[config.mk]
export PLATFORM = sky130hd
export DESIGN_NAME = mult_sched_flat
export DESIGN_NICKNAME = d
export VERILOG_FILES = /design/src/rtl/mult_sched_pkg.sv /design/src/rtl/mult_sched_if.sv /design/src/rtl/mult_sched_rr_arbiter.sv /design/src/rtl/mult_sched.sv /design/src/flat_wrapper.sv
export SDC_FILE = /design/constraint.sdc
export NUM_CORES = 1
export LEC_CHECK = 0
export ABC_AREA = 1
export BUFFER_PORTS_ARGS = -buffer_cell sky130_fd_sc_hd__buf_4
export CAP_MARGIN = 10
export CORE_AREA = 10 10 163 165
export CTS_CLUSTER_SIZE = 25
export DETAILED_ROUTE_END_ITERATION = 8
export DIE_AREA = 0 0 173 175
export MAX_ROUTING_LAYER = met4
export PLACE_DENSITY = 0.63
export SLEW_MARGIN = 20
export SYNTH_ARGS = -nofsm -noshare
export SYNTH_HDL_FRONTEND = slang
export SYNTH_SLANG_ARGS = --single-unit
[constraint.sdc]
create_clock -name clock -period 2.75 [get_ports clock]
set_input_delay 0.55 -clock clock [delete_from_list [all_inputs] [get_ports clock]]
set_output_delay 0.55 -clock clock [all_outputs]
set_load 0.01 [all_outputs]
[src/rtl/mult_sched_pkg.sv]
// Shared types and helpers for the shared-multiplier scheduler.
// The shadow-entry id is sized for the largest requester count so one struct serves every configuration.
package mult_sched_pkg;

    localparam int unsigned MAX_NREQ  = 8;
    localparam int unsigned ID_W      = $clog2(MAX_NREQ);
    localparam int unsigned MAX_WIDTH = 64;

    typedef enum logic [1:0] {
        OP_MUL    = 2'd0,
        OP_MULH   = 2'd1,
        OP_MULHSU = 2'd2,
        OP_MULHU  = 2'd3
    } mult_op_t;

    typedef struct packed {
        logic            valid;
        logic [ID_W-1:0] id;
        logic            hi;
    } shadow_entry_t;

    // Widens a width-bit value (right-aligned in value) to width+1 bits; bits above width stay zero.
    function automatic logic [MAX_WIDTH:0] ext_operand(
        input logic [MAX_WIDTH-1:0] value,
        input int unsigned          width,
        input logic                 is_signed
    );
        logic sign_bit;
        sign_bit = is_signed & (|(value & (MAX_WIDTH'(1) << (width - 1))));
        return {1'b0, value} | ({(MAX_WIDTH + 1){sign_bit}} & ((MAX_WIDTH + 1)'(1) << width));
    endfunction

endpackage

[src/rtl/mult_sched_if.sv]
// Requester-side bundle of the multiplier scheduler: issue handshake plus shared response bus.
interface mult_sched_if #(
    parameter int NREQ  = 4,
    parameter int WIDTH = 32
) ();

    logic [NREQ-1:0]       req_valid;
    logic [NREQ-1:0]       req_ready;
    logic [NREQ*WIDTH-1:0] req_a;
    logic [NREQ*WIDTH-1:0] req_b;
    logic [NREQ*2-1:0]     req_op;
    logic [NREQ-1:0]       rsp_valid;
    logic [WIDTH-1:0]      rsp_result;

    modport master (
        output req_valid, req_a, req_b, req_op,
        input  req_ready, rsp_valid, rsp_result
    );

    modport slave (
        input  req_valid, req_a, req_b, req_op,
        output req_ready, rsp_valid, rsp_result
    );

endinterface

[src/rtl/mult_sched_rr_arbiter.sv]
// Combinational round-robin arbiter: the first requester at or after ptr (cyclically) wins.
// Shared by the shared-unit schedulers; at most one grant bit is set.
module rr_arbiter #(
    parameter  int N  = 4,
    localparam int PW = $clog2(N)
) (
    input  logic [N-1:0]  req,
    input  logic [PW-1:0] ptr,
    output logic [N-1:0]  grant,
    output logic [PW-1:0] grant_id,
    output logic          any
);

    logic [N-1:0]  rotated;
    logic [PW-1:0] offset;
    logic [PW:0]   id_sum;

    // Rotate so that bit 0 is the requester at ptr.
    assign rotated = N'({req, req} >> ptr);
    assign any     = |rotated;

    always_comb begin
        offset = '0;
        for (int k = N - 1; k >= 0; k--) begin
            if (rotated[k]) begin
                offset = PW'(k);
            end
        end
    end

    always_comb begin
        id_sum = {1'b0, ptr} + {1'b0, offset};
        if (id_sum >= (PW + 1)'(N)) begin
            grant_id = PW'(id_sum - (PW + 1)'(N));
        end else begin
            grant_id = id_sum[PW-1:0];
        end
    end

    genvar gi;
    generate
        for (gi = 0; gi < N; gi++) begin : g_grant
            assign grant[gi] = any && (grant_id == PW'(gi));
        end
    endgenerate

endmodule

[src/rtl/mult_sched.sv]
// Shares one pipelined signed multiplier among NREQ requesters, mapping MUL/MULH/MULHSU/MULHU onto it
// and steering each result back to its issuer through a shadow pipeline that mirrors the multiplier.
module mult_sched
    import mult_sched_pkg::*;
#(
    parameter int NREQ    = 4,
    parameter int WIDTH   = 32,
    parameter int LATENCY = 3
) (
    input  logic               clock,
    input  logic               reset_n,
    mult_sched_if.slave        bus,
    output logic [WIDTH:0]     mult_dataa,
    output logic [WIDTH:0]     mult_datab,
    output logic               mult_clken,
    output logic               mult_sclr,
    input  logic [2*WIDTH+1:0] mult_result
);

    localparam int PW = $clog2(NREQ);

    logic [WIDTH-1:0] a_arr  [NREQ];
    logic [WIDTH-1:0] b_arr  [NREQ];
    mult_op_t         op_arr [NREQ];

    logic [NREQ-1:0]  busy_reg, busy_next;
    logic [PW-1:0]    rr_ptr_reg;
    logic [NREQ-1:0]  rsp_valid_reg;
    logic [WIDTH-1:0] rsp_result_reg;
    shadow_entry_t    shadow_reg [LATENCY];

    logic [NREQ-1:0]  arb_grant;
    logic [PW-1:0]    arb_id;
    logic             arb_any;
    logic             grant_en;
    mult_op_t         grant_op;
    shadow_entry_t    stage0_in;
    shadow_entry_t    last_stage;
    logic [NREQ-1:0]  retire_vec;
    logic [WIDTH-1:0] result_sel;
    logic             unused_mult_top;

    genvar gi;
    generate
        for (gi = 0; gi < NREQ; gi++) begin : g_unpack
            assign a_arr[gi]  = bus.req_a[gi*WIDTH +: WIDTH];
            assign b_arr[gi]  = bus.req_b[gi*WIDTH +: WIDTH];
            assign op_arr[gi] = mult_op_t'(bus.req_op[gi*2 +: 2]);
        end
    endgenerate

    rr_arbiter #(.N(NREQ)) u_arb (
        .req      (bus.req_valid & ~busy_reg),
        .ptr      (rr_ptr_reg),
        .grant    (arb_grant),
        .grant_id (arb_id),
        .any      (arb_any)
    );

    // Nothing is granted while reset is held, so the multiplier sees zeros then.
    assign grant_en      = arb_any & reset_n;
    assign bus.req_ready = arb_grant & {NREQ{reset_n}};
    assign grant_op      = op_arr[arb_id];

    always_comb begin
        mult_dataa = '0;
        mult_datab = '0;
        stage0_in  = '0;
        if (grant_en) begin
            mult_dataa      = (WIDTH + 1)'(ext_operand(MAX_WIDTH'(a_arr[arb_id]), WIDTH,
                                                       grant_op != OP_MULHU));
            mult_datab      = (WIDTH + 1)'(ext_operand(MAX_WIDTH'(b_arr[arb_id]), WIDTH,
                                                       (grant_op == OP_MUL) || (grant_op == OP_MULH)));
            stage0_in.valid = 1'b1;
            stage0_in.id    = ID_W'(arb_id);
            stage0_in.hi    = (grant_op != OP_MUL);
        end
    end

    assign mult_clken = 1'b1;
    assign mult_sclr  = ~reset_n;

    // The shadow stages line up with the multiplier registers, so the last stage describes mult_result.
    always_ff @(posedge clock) begin
        if (!reset_n) begin
            for (int s = 0; s < LATENCY; s++) begin
                shadow_reg[s] <= '0;
            end
        end else begin
            for (int s = LATENCY - 1; s > 0; s--) begin
                shadow_reg[s] <= shadow_reg[s-1];
            end
            shadow_reg[0] <= stage0_in;
        end
    end

    assign last_stage = shadow_reg[LATENCY-1];

    generate
        for (gi = 0; gi < NREQ; gi++) begin : g_retire
            assign retire_vec[gi] = last_stage.valid && (last_stage.id == ID_W'(gi));
        end
    endgenerate

    assign result_sel      = last_stage.hi ? mult_result[2*WIDTH-1:WIDTH] : mult_result[WIDTH-1:0];
    assign unused_mult_top = ^mult_result[2*WIDTH+1:2*WIDTH];
    // A retiring requester is free on the same edge that raises its rsp_valid.
    assign busy_next       = (busy_reg & ~retire_vec) | bus.req_ready;

    always_ff @(posedge clock) begin
        if (!reset_n) begin
            busy_reg       <= '0;
            rr_ptr_reg     <= '0;
            rsp_valid_reg  <= '0;
            rsp_result_reg <= '0;
        end else begin
            busy_reg      <= busy_next;
            rsp_valid_reg <= retire_vec;
            if (grant_en) begin
                rr_ptr_reg <= (arb_id == PW'(NREQ - 1)) ? '0 : PW'(arb_id + 1'b1);
            end
            if (last_stage.valid) begin
                rsp_result_reg <= result_sel;
            end
        end
    end

    assign bus.rsp_valid  = rsp_valid_reg;
    assign bus.rsp_result = rsp_result_reg;

endmodule

[src/flat_wrapper.sv]
// flat-port wrapper written by rule: the top's interface ports become plain ports
module mult_sched_flat import mult_sched_pkg::*;
#(
    parameter int NREQ    = 4,
    parameter int WIDTH   = 32,
    parameter int LATENCY = 3
)
  (clock, reset_n, mult_dataa, mult_datab, mult_clken, mult_sclr, mult_result, bus_req_valid, bus_req_a, bus_req_b, bus_req_op, bus_req_ready, bus_rsp_valid, bus_rsp_result);
  mult_sched_if #(.NREQ(NREQ), .WIDTH(WIDTH)) bus_i ();
  input  logic clock;
  input  logic reset_n;
  output logic [WIDTH:0] mult_dataa;
  output logic [WIDTH:0] mult_datab;
  output logic mult_clken;
  output logic mult_sclr;
  input  logic [2*WIDTH+1:0] mult_result;
  input wire logic [$bits(bus_i.req_valid)-1:0] bus_req_valid;
  input wire logic [$bits(bus_i.req_a)-1:0] bus_req_a;
  input wire logic [$bits(bus_i.req_b)-1:0] bus_req_b;
  input wire logic [$bits(bus_i.req_op)-1:0] bus_req_op;
  output wire logic [$bits(bus_i.req_ready)-1:0] bus_req_ready;
  output wire logic [$bits(bus_i.rsp_valid)-1:0] bus_rsp_valid;
  output wire logic [$bits(bus_i.rsp_result)-1:0] bus_rsp_result;
  assign bus_i.req_valid = bus_req_valid;
  assign bus_i.req_a = bus_req_a;
  assign bus_i.req_b = bus_req_b;
  assign bus_i.req_op = bus_req_op;
  assign bus_req_ready = bus_i.req_ready;
  assign bus_rsp_valid = bus_i.rsp_valid;
  assign bus_rsp_result = bus_i.rsp_result;
  mult_sched #(.NREQ(NREQ), .WIDTH(WIDTH), .LATENCY(LATENCY)) u_core (.clock(clock), .reset_n(reset_n), .bus(bus_i), .mult_dataa(mult_dataa), .mult_datab(mult_datab), .mult_clken(mult_clken), .mult_sclr(mult_sclr), .mult_result(mult_result));
endmodule
==> run summary <==
PwrDens: 1580 mW/mm2
layout cell share with drive strength beyond 1: 48.0%
async set or reset register ratio after synthesis: 0%
ranking of synthesized cells by area: nand2_1, dfxtp_1, nand3_1, o211ai_1, a21oi_1
vias in the first global route: 7790
Pleak: 0.00568 uW
final wirelength: 30.0 mm
clock skew: 0.00448 ns
detailed placement HPWL: 24.6 mm
Worst EP required: 2.20 ns
RSZ-0062 raised after global routing: true
drt wl/cell: 17.3 um
routability cong.: 0.924
Final Max Tran Viols: 0
post-synth cell types: 32
largest net degree at the start of global routing: 44
syn_nets: 1284
failing checks: negative setup slack
crit path time final: 3.11 ns
# rows: 56
worst-margin pin slew: 0.945 ns
most frequent cell after synthesis: nand2_1
Top FF cell, synth: dfxtp_1
Yosys reg bits: 54
setup TNS: -19.73 ns
root buffer cell: clkbuf_16
final setup fails: 70
die height: 175 um
total clock sinks: 54
CORE AREA: 0.0233 mm2
Finished Cell Area: 0.0102 mm2
Cells after Synth: 945
via count: 7557
R2R setup slack: 0.15 ns
TritonCTS buffer count: 5
Syn Area/Cell: 5.30 um2
CTS tree: built
critical path arrival: 2.56 ns
Worst setup SP type: flip-flop
register area: 0.00109 mm2
Die X: 173 um
Overflow after GRT: 0
synth warn: 0
first-pass GRT wire length: 43.8 mm
final worst-path cycle share: 113%
outcome: finished with violations
1st-iter DRT viols: 290
DRT antenna net count: 0
Clock transition at path regs: 0.07 ns
multi-input combinational cell area: 0.00395 mm2
maximum fanout along the worst path: 6
GR Util All Layers: 18.6%
# Max-Cap Violations: 0
cell area after placement: 0.00914 mm2
post-synth top area share: 39.9%
HP Class: flip-flop to flip-flop
Fmax: 322 MHz
initial core utilization: 21.5%
worst reg2reg path depth: 18
Placed Cells: 1697
Max VDD drop: 0.759 mV
DR pass1 iterations: 4
I/O pin count: 444
die area: 0.0303 mm2
CTS Buffer Depth: 2
clk_lat worst skew: 0.29 ns
most instantiated cells after synthesis: nand2_1, nand3_1, inv_1
hold path depth: 2
Hold WS: 0.410 ns
initial antenna violation count: 3
post-synthesis instance area: 0.00501 mm2
Post-route DRC: 0
final hold vios: 0
relative slew slack: 36.9%
final cell count without fillers: 1732
number of enable flip-flop cells after synthesis: 0
max reg flops: 32
area leader, netlist: nand2_1
Port Buffers: 440
H-tree level count: 2
final-layout fill cell count: 2507
vias per cell: 4.36
nature of the critical path endpoint: primary output
P&R area growth vs syn: 103%
final layout net count: 1748
Seq/Total Area, Yosys: 21.6%
Setup WS post-layout: -0.360 ns
Worst Path Class, Setup: flip-flop to primary output
-- stage by stage --
| stage | setup WS, ns | utilization (%) | total power, uW |
|---|---|---|---|
| 2_1_floorplan | 0.00974 | - | 7950 |
| 3_3_place_gp | -0.665 | 39.3 | 12800 |
| 3_5_place_dp | -0.606 | 39.3 | 12800 |
| 4_1_cts | -0.376 | 42.2 | 15200 |
| 5_1_grt | -0.479 | 43.7 | 17400 |
| 6_report | -0.360 | 43.7 | 16100 |
-- critical path: stages, from the launching register on --
cell,delay (ns)
dfxtp_4,0.41
nand3_1,0.13
nand3_1,0.15
nand2_2,0.10
a21boi_4,0.18
ha_4,0.17
xor2_4,0.18
inv_2,0.06
nand3_4,0.08
nand2_8,0.09
buf_12,0.15
clkbuf_16,0.16
nand2_4,0.06
nand3_4,0.07
a21oi_2,0.11
buf_4,0.15
-- power breakdown --
| part | switching [uW] | internal, uW |
|---|---|---|
| combinational | 7990 | 6370 |
| clock | 276 | 426 |
| sequential | 89.1 | 912 |
| total | 8350 | 7710 |
-- cell usage in the layout, fill, tap and decap left out, types with 12 or more instances in the layout --
master,synthesis,routed
nand2_2,13,25
o211ai_1,33,33
buf_4,4,492
nand3_2,1,12
buf_12,0,12
nand2_1,532,496
dfxtp_1,54,51
nand2_4,1,24
nor2_1,15,12
a21oi_2,10,50
nand3_1,71,56
inv_1,57,50
-- area by class of cell --
| class | count | share of cell area, % |
|---|---|---|
| Antenna cell | 3 | 0.0739 |
| Clock buffer | 5 | 1.23 |
| Clock inverter | 3 | 0.394 |
| Inverter | 63 | 2.57 |
| Multi-Input combinational cell | 760 | 38.8 |
| Sequential cell | 54 | 10.7 |
| Tap cell | 319 | 3.93 |
| Timing Repair Buffer | 525 | 42.3 |
-- final timing paths --
check | startpoint | endpoint
setup / recovery | u_core.rr_ptr_reg[0]$_SDFFE_PN0P_ | mult_dataa[32]
hold / removal | u_core.shadow_reg[0][9]$_SDFF_PN0_ | u_core.shadow_reg[0][14]$_SDFF_PN0_
setup reg to reg | u_core.rr_ptr_reg[0]$_SDFFE_PN0P_ | u_core.rr_ptr_reg[0]$_SDFFE_PN0P_
hold reg to reg | u_core.shadow_reg[0][9]$_SDFF_PN0_ | u_core.shadow_reg[0][14]$_SDFF_PN0_
-- layer usage --
layer	GRT usage, %	up-vias	part of all wire (%)	routed length (um)
met5	-	-	0	0
met4	4.56	0	1.7	500
met3	4.59	29	6.8	2040
met2	33.1	310	51	15300
met1	20.4	3342	41	12200
li1	-	3876	-	-
-- what timing repair did --
action / in CTS / in global routing
resized for setup: 81 / 58
pin swaps: 26 / 30
cloned: 4 / 4
buffers inserted: 17 / 2
hold buffers: 0 / 0
setup endpoints to repair: 70 / 72
-- logic make-up (layout without fill, tap and decap cells) --
logic type / after synthesis / count (layout) / synth area share (%)
AOI/OAI and AO/OA: 105 / 105 / 13.0
buffers and inverters: 131 / 596 / 11.3
adders and majority gates: 3 / 3 / 0.749
other: 1 / 4 / 0.0748
muxes: 11 / 11 / 2.20
DFF: 54 / 54 / 21.6
and+or+nand+nor: 639 / 639 / 50.9
xor gates and xnor gates: 1 / 1 / 0.175
(Power assumes the default switching activity.)
